**config.mk**
```make
export PLATFORM = sky130hd
export DESIGN_NAME = fft_butterfly_engine
export DESIGN_NICKNAME = d
export VERILOG_FILES = /design/src/rtl/fft_butterfly_engine.sv
export SDC_FILE = /design/constraint.sdc
export NUM_CORES = 2
export LEC_CHECK = 0
export ABC_AREA = 1
export CAP_MARGIN = 20
export CORE_ASPECT_RATIO = 0.75
export CORE_MARGIN = 2
export CORE_UTILIZATION = 49
export CTS_CLUSTER_SIZE = 30
export DETAILED_ROUTE_END_ITERATION = 10
export DONT_BUFFER_PORTS = 1
export SYNTH_ARGS = -nofsm -noshare
export SYNTH_HDL_FRONTEND = slang
export SYNTH_SLANG_ARGS = --single-unit
```
**constraint.sdc**
```tcl
create_clock -name clk -period 8.3 [get_ports clk]
set_input_delay 2.49 -clock clk [delete_from_list [all_inputs] [get_ports clk]]
set_output_delay 2.49 -clock clk [all_outputs]
set_load 0.05 [all_outputs]
```
**src/rtl/fft_butterfly_engine.sv**
```systemverilog
// Radix-2 in-place butterfly engine: 4-stage pipeline (read, multiply, add/scale, write-back)
// with start/busy/done run control and a drain stall at every FFT level boundary.
module fft_butterfly_engine #(
   parameter int unsigned DATA_W      = 16,
   parameter int unsigned TW_W        = 16,
   parameter int unsigned ADDR_W      = 5,
   parameter int unsigned TWID_ADDR_W = 4
) (
   input  logic                   clk,
   input  logic                   reset,
   input  logic                   start,
   output logic                   busy,
   output logic                   done,
   input  logic                   agu_valid,
   output logic                   agu_ready,
   input  logic [ADDR_W-1:0]      agu_ja,
   input  logic [ADDR_W-1:0]      agu_jb,
   input  logic [TWID_ADDR_W-1:0] agu_twiddle_addr,
   input  logic                   agu_level_last,
   input  logic                   agu_last,
   output logic [ADDR_W-1:0]      mem_rd_addr_a,
   output logic [ADDR_W-1:0]      mem_rd_addr_b,
   input  logic [2*DATA_W-1:0]    mem_rd_data_a,
   input  logic [2*DATA_W-1:0]    mem_rd_data_b,
   output logic [TWID_ADDR_W-1:0] tw_addr,
   input  logic [2*TW_W-1:0]      tw_data,
   output logic                   mem_we,
   output logic [ADDR_W-1:0]      mem_wr_addr_a,
   output logic [ADDR_W-1:0]      mem_wr_addr_b,
   output logic [2*DATA_W-1:0]    mem_wr_data_a,
   output logic [2*DATA_W-1:0]    mem_wr_data_b
);
   localparam int unsigned PW = DATA_W + TW_W;
   localparam int unsigned WW = DATA_W + 2;
   localparam logic signed [WW-1:0] SatMax = WW'((1 << (DATA_W - 1)) - 1);
   localparam logic signed [WW-1:0] SatMin = ~SatMax;

   typedef enum logic [1:0] {StIdle, StRun, StDrain, StFlush} state_e;

   typedef struct packed {
      logic              lvl_last;
      logic              last;
      logic [ADDR_W-1:0] ja;
      logic [ADDR_W-1:0] jb;
   } tag_t;

   state_e state_q, state_d;
   logic   done_q, done_d;
   logic   accept;

   // vld_q[k] / tag_q[k] describe the butterfly sitting in pipeline stage k+1
   logic [3:0] vld_q, vld_d;
   tag_t       tag_q [4];
   tag_t       tag_d [4];

   logic [2*DATA_W-1:0]    a2_q, a2_d, b2_q, b2_d, a3_q, a3_d;
   logic [2*TW_W-1:0]      w2_q, w2_d;
   logic signed [PW-1:0]   prr_q, prr_d, pii_q, pii_d, pri_q, pri_d, pir_q, pir_d;
   logic [2*DATA_W-1:0]    wa_q, wa_d, wb_q, wb_d;

   logic signed [DATA_W-1:0] b_re, b_im, a_re, a_im;
   logic signed [TW_W-1:0]   w_re, w_im;
   logic signed [WW-1:0]     wb_re, wb_im, a_re_x, a_im_x;

   assign b_re = b2_q[2*DATA_W-1:DATA_W];
   assign b_im = b2_q[DATA_W-1:0];
   assign w_re = w2_q[2*TW_W-1:TW_W];
   assign w_im = w2_q[TW_W-1:0];
   assign a_re = a3_q[2*DATA_W-1:DATA_W];
   assign a_im = a3_q[DATA_W-1:0];

   function automatic logic [DATA_W-1:0] sat_half(input logic signed [WW-1:0] s);
      logic signed [WW-1:0] h;
      h = s >>> 1;
      if (h > SatMax) return SatMax[DATA_W-1:0];
      if (h < SatMin) return SatMin[DATA_W-1:0];
      return h[DATA_W-1:0];
   endfunction

   assign mem_rd_addr_a = agu_ja;
   assign mem_rd_addr_b = agu_jb;
   assign tw_addr       = agu_twiddle_addr;
   assign accept        = agu_valid & agu_ready;
   assign busy          = (state_q != StIdle);
   assign done          = done_q;
   assign mem_we        = vld_q[3];
   assign mem_wr_addr_a = tag_q[3].ja;
   assign mem_wr_addr_b = tag_q[3].jb;
   assign mem_wr_data_a = wa_q;
   assign mem_wr_data_b = wb_q;

   always_comb begin
      state_d   = state_q;
      done_d    = 1'b0;
      agu_ready = (state_q == StRun);
      unique case (state_q)
         StIdle:  if (start) state_d = StRun;
         StRun: begin
            if (accept) begin
               if (agu_last)            state_d = StFlush;
               else if (agu_level_last) state_d = StDrain;
            end
         end
         // Hold off reads until the level's final write has reached the RAM
         StDrain: if (vld_q[3] && tag_q[3].lvl_last) state_d = StRun;
         StFlush: begin
            if (vld_q[3] && tag_q[3].last) begin
               state_d = StIdle;
               done_d  = 1'b1;
            end
         end
         default: state_d = StIdle;
      endcase
   end

   always_comb begin
      vld_d    = {vld_q[2:0], accept};
      tag_d[0] = accept ? {agu_level_last, agu_last, agu_ja, agu_jb} : tag_q[0];
      for (int k = 1; k < 4; k++) begin
         tag_d[k] = vld_q[k-1] ? tag_q[k-1] : tag_q[k];
      end

      a2_d = vld_q[0] ? mem_rd_data_a : a2_q;
      b2_d = vld_q[0] ? mem_rd_data_b : b2_q;
      w2_d = vld_q[0] ? tw_data       : w2_q;

      a3_d  = vld_q[1] ? a2_q : a3_q;
      prr_d = vld_q[1] ? PW'(b_re) * PW'(w_re) : prr_q;
      pii_d = vld_q[1] ? PW'(b_im) * PW'(w_im) : pii_q;
      pri_d = vld_q[1] ? PW'(b_re) * PW'(w_im) : pri_q;
      pir_d = vld_q[1] ? PW'(b_im) * PW'(w_re) : pir_q;

      // Truncating shift back to Q0 leaves WB exactly WW bits wide
      wb_re  = WW'((prr_q - pii_q) >>> (TW_W - 2));
      wb_im  = WW'((pri_q + pir_q) >>> (TW_W - 2));
      a_re_x = WW'(a_re);
      a_im_x = WW'(a_im);
      wa_d   = vld_q[2] ? {sat_half(a_re_x + wb_re), sat_half(a_im_x + wb_im)} : wa_q;
      wb_d   = vld_q[2] ? {sat_half(a_re_x - wb_re), sat_half(a_im_x - wb_im)} : wb_q;
   end

   always_ff @(posedge clk) begin
      if (reset) begin
         state_q <= StIdle;
         done_q  <= 1'b0;
         vld_q   <= '0;
         for (int k = 0; k < 4; k++) tag_q[k] <= '0;
         a2_q  <= '0;
         b2_q  <= '0;
         w2_q  <= '0;
         a3_q  <= '0;
         prr_q <= '0;
         pii_q <= '0;
         pri_q <= '0;
         pir_q <= '0;
         wa_q  <= '0;
         wb_q  <= '0;
      end else begin
         state_q <= state_d;
         done_q  <= done_d;
         vld_q   <= vld_d;
         for (int k = 0; k < 4; k++) tag_q[k] <= tag_d[k];
         a2_q  <= a2_d;
         b2_q  <= b2_d;
         w2_q  <= w2_d;
         a3_q  <= a3_d;
         prr_q <= prr_d;
         pii_q <= pii_d;
         pri_q <= pri_d;
         pir_q <= pir_d;
         wa_q  <= wa_d;
         wb_q  <= wb_d;
      end
   end

endmodule
```
==> flow_summary_export.csv <==
group,metric,value,unit
floorplan,core,0.124,mm²
timing,fin_skew,25.5,ps
pwr,switching_share,39.3,%
floorplan,die-area,0.127,mm²
timing,rsz0062_at_grt,"false",
timing,layout_worst_path_cycle_share,84.9,%
synth,dominantRegCellSynth,"dfxtp_1",
route,post_drt_wl_per_cell,19.0,µm
floorplan,start_util,49.2,%
cts,cts_setup_buffers,0,
route,first_pass_iters,5,
run_status,status,"completed",
route,avgViaCountPerCell,5.17,
route,wl,180000,µm
placement,portBuffers,0,
synth,yosysSeqAreaShare,12.3,%
cts,clk_pin_slew,80,ps
setup_path,crit_path_frequent_cell,"fa_1",
timing,setup_viol,0,
setup_path,path_max_fanout,19,
floorplan,die_h,309,µm
synth,yosys_register_bits,375,
route,vias,48900,
grt,grt.overflow.total,0,
synth,synth_area_per_cell,7.60,µm²
timing,max_freq,0.142,GHz
route,postRouteAntennaNets,0,
synth,syn_nets,9640,
synth,synth_cell_types,66,
synth,synthesis.area,0.0610,mm²
flow_run,drv_cap,0,
placement,gp_congestion,0.937,
synth,syn_inst,8020,
grt,first_global_vias,50200,
setup_path,cp.required,8880,ps
route,wl_met1,83500,µm
grt,grt_pass1_wl,289000,µm
final_layout,drive_above_1_share,3.95,%
timing,relSlewSlack,21.6,%
final_layout,final_core_util,51.4,%
pwr,p_per_area,96.0,mW/mm²
pwr,leakage,36.6,nW
min_path,hold_start,"tag_q[0][4]",
pwr,power.share.sequential,32.7,%
setup_path,end_kind,"flip-flop",
setup_path,slowest_delay,1060,ps
setup_path,cp_slowest_cell,"dfxtp_1",
synth,ys.warnings.count,0,
setup_path,r2r_cells,18,
synth,synth_edf_count,0,
timing,finalCriticalPeriod,7040,ps
timing,tightestPinTransition,1170,ps
cts,clock_latency,660,ps
placement,dp_hpwl,144000,µm
final_layout,areaGrowthSynthToFinish,4.52,%
setup_path,r2r_start,"w2_q[20]",
floorplan,dieWidth,411,µm
setup_path,worstPathArrival,7620,ps
min_path,hold_end,"tag_q[0][4]",
floorplan,placementRows,112,
route,wl_met3,13200,µm
pwr,p_int,3.71,mW
final_layout,nets,9375,
pwr,clockPowerShare,36.5,%
final_layout,fillCellCount,12300,
cts,clock-sinks,375,
pwr,ir_drop,0.147,mV
cts,clockRootBuffer,"clkbuf_16",
cts,cts_buffer_depth,3,
floorplan,ios,208,
route,drt_iter0_drc,3970,
grt,grtUsageTotal,29.1,%
cts,cts_buffers,48,
timing,finalHoldViolCount,0,
cts,cts_tree,"built",
route,drc,0,
grt,grt_max_degree,151,
synth,synthArstFlopShare,0,%
setup_path,timing.reg2reg.setup_slack,1260,ps
setup_path,r2r_end,"pir_q[24]",
timing,fin_setup_tns,0,ps
cts,h-tree-depth,2,
timing,slew_viol_final,0,
min_path,hold_depth,2,
setup_path,path_cells,"nand2_1 -> fa_1 -> inv_1 -> fa_1 -> fa_1 -> fa_1 -> fa_1 -> fa_1 -> ha_1 -> a21oi_1 -> o21ai_0 -> a21oi_1 -> nand3_1 -> nand2_1 -> inv_1 -> o21ai_0 -> o211ai_1 -> inv_1",
route,wl_met2,79200,µm
route,highest_layer,"met5",
cts,cts_resized,0,
final_layout,mostFrequentLayoutCell,"inv_1",
setup_path,path_class,"flip-flop to flip-flop",
cts,hold_buffers,0,
pwr,combinationalPowerShare,30.8,%
pwr,switching_power,2.41,mW
min_path,hold_class,"flip-flop to flip-flop",
setup_path,startpoint_type,"flip-flop",
final_layout,final_cell_mix,"inv_1 (2,037), nand2_1 (1,528), fa_1 (1,052)",
grt,antenna_found_initial,9,
-- state kept, by name, indices dropped and copies added, names as in the netlist --
signal and flops:
prr_q 32, w2_q 32, pii_q 32, tag_q 48
a2_q 32, mem_wr_data_a 32, mem_wr_data_b 32, pri_q 32
done 1, a3_q 32, pir_q 32, vld_q 4
b2_q 32, state_q 2
-- area by class of cell --
class,instances,area [µm²],area share (%)
inverter,2054,7720,12.1
tap,1653,2070,3.25
multi-input combinational,5184,44000,69.0
antenna,5,12.5,0.0196
clock inverter,24,292,0.458
clock buffer,64,1320,2.08
timing repair buffer,92,781,1.23
sequential,375,7530,11.8
-- worst max-delay path: cells and delay by family (launching register included) --
kind	cells	cell delay, ps
flops	1	1060
compound gates	5	1230
buf+inv	3	190
fa+ha+maj	7	3820
simple gates	3	650
-- power by group through the flow --
stage	Sequential (mW)	Combinational (mW)	Clock, mW
floorplan	1.94	1.44	0
global placement	2.04	1.85	0
detailed placement	2.04	1.86	0
CTS	2.00	1.88	2.27
global route	2.00	2.11	2.34
finish	2.00	1.89	2.23
-- cell families after synthesis --
kind of cell	share of synthesized area, %
AOI/OAI and AO/OA	9.47
xor gates and xnor gates	2.45
adders and majority gates	43.8
buffers and inverters	15.5
DFF	12.3
and+or+nand+nor	16.4
-- cells in the mapped netlist (19+ instances only) --
master,n,share of area [%]
nand2_1,1528,9.4
o211ai_1,30,0.37
nand4_1,26,0.27
o21bai_1,30,0.37
inv_1,2038,13
ha_1,452,9.3
a31oi_1,25,0.26
a21oi_2,38,0.55
o21ai_0,453,3.7
clkbuf_1,342,2.1
a21oi_1,330,2.7
nand2_2,19,0.19
xnor2_1,66,0.95
xor2_1,103,1.5
fa_1,1052,35
a21o_1,37,0.46
nor2_1,650,4.0
dfxtp_1,375,12
buf_4,29,0.36
nor3_1,52,0.43
nand3_1,153,1.3
-- worst max-delay path by stage --
| stage | slack, ps | endpoint | depth (start not counted) | from |
|---|---|---|---|---|
| after CTS | 1350 | prr_q[31] | 20 | w2_q[31] |
| final | 1260 | pir_q[24] | 18 | w2_q[20] |
| after global placement | 1300 | prr_q[31] | 20 | w2_q[31] |
| after floorplan | 2540 | pii_q[31] | 21 | b2_q[15] |
| after detailed placement | 1370 | prr_q[31] | 20 | w2_q[31] |
| after global routing | 930 | prr_q[26] | 20 | w2_q[20] |
-- metrics by stage --
stage | power (mW) | instance area (µm²) | hold WS, ps | setup slack (ps) | cells
after floorplan | 3.38 | 61000 | 430 | 2540 | 8020
after global placement | 3.89 | 62000 | 442 | 1300 | 9356
after detailed placement | 3.90 | 62100 | 448 | 1370 | 9357
after CTS | 6.14 | 63700 | 458 | 1350 | 9445
after global routing | 6.45 | 63700 | 476 | 933 | 9447
final | 6.12 | 63700 | 459 | 1260 | 9451
-- metal layers --
metal	vias up	global-route usage, %
met5	-	0
met3	176	4.83
li1	23100	-
met1	24200	42.4
met4	8	6.28
met2	1413	45.4
(Power assumes the default switching activity.)
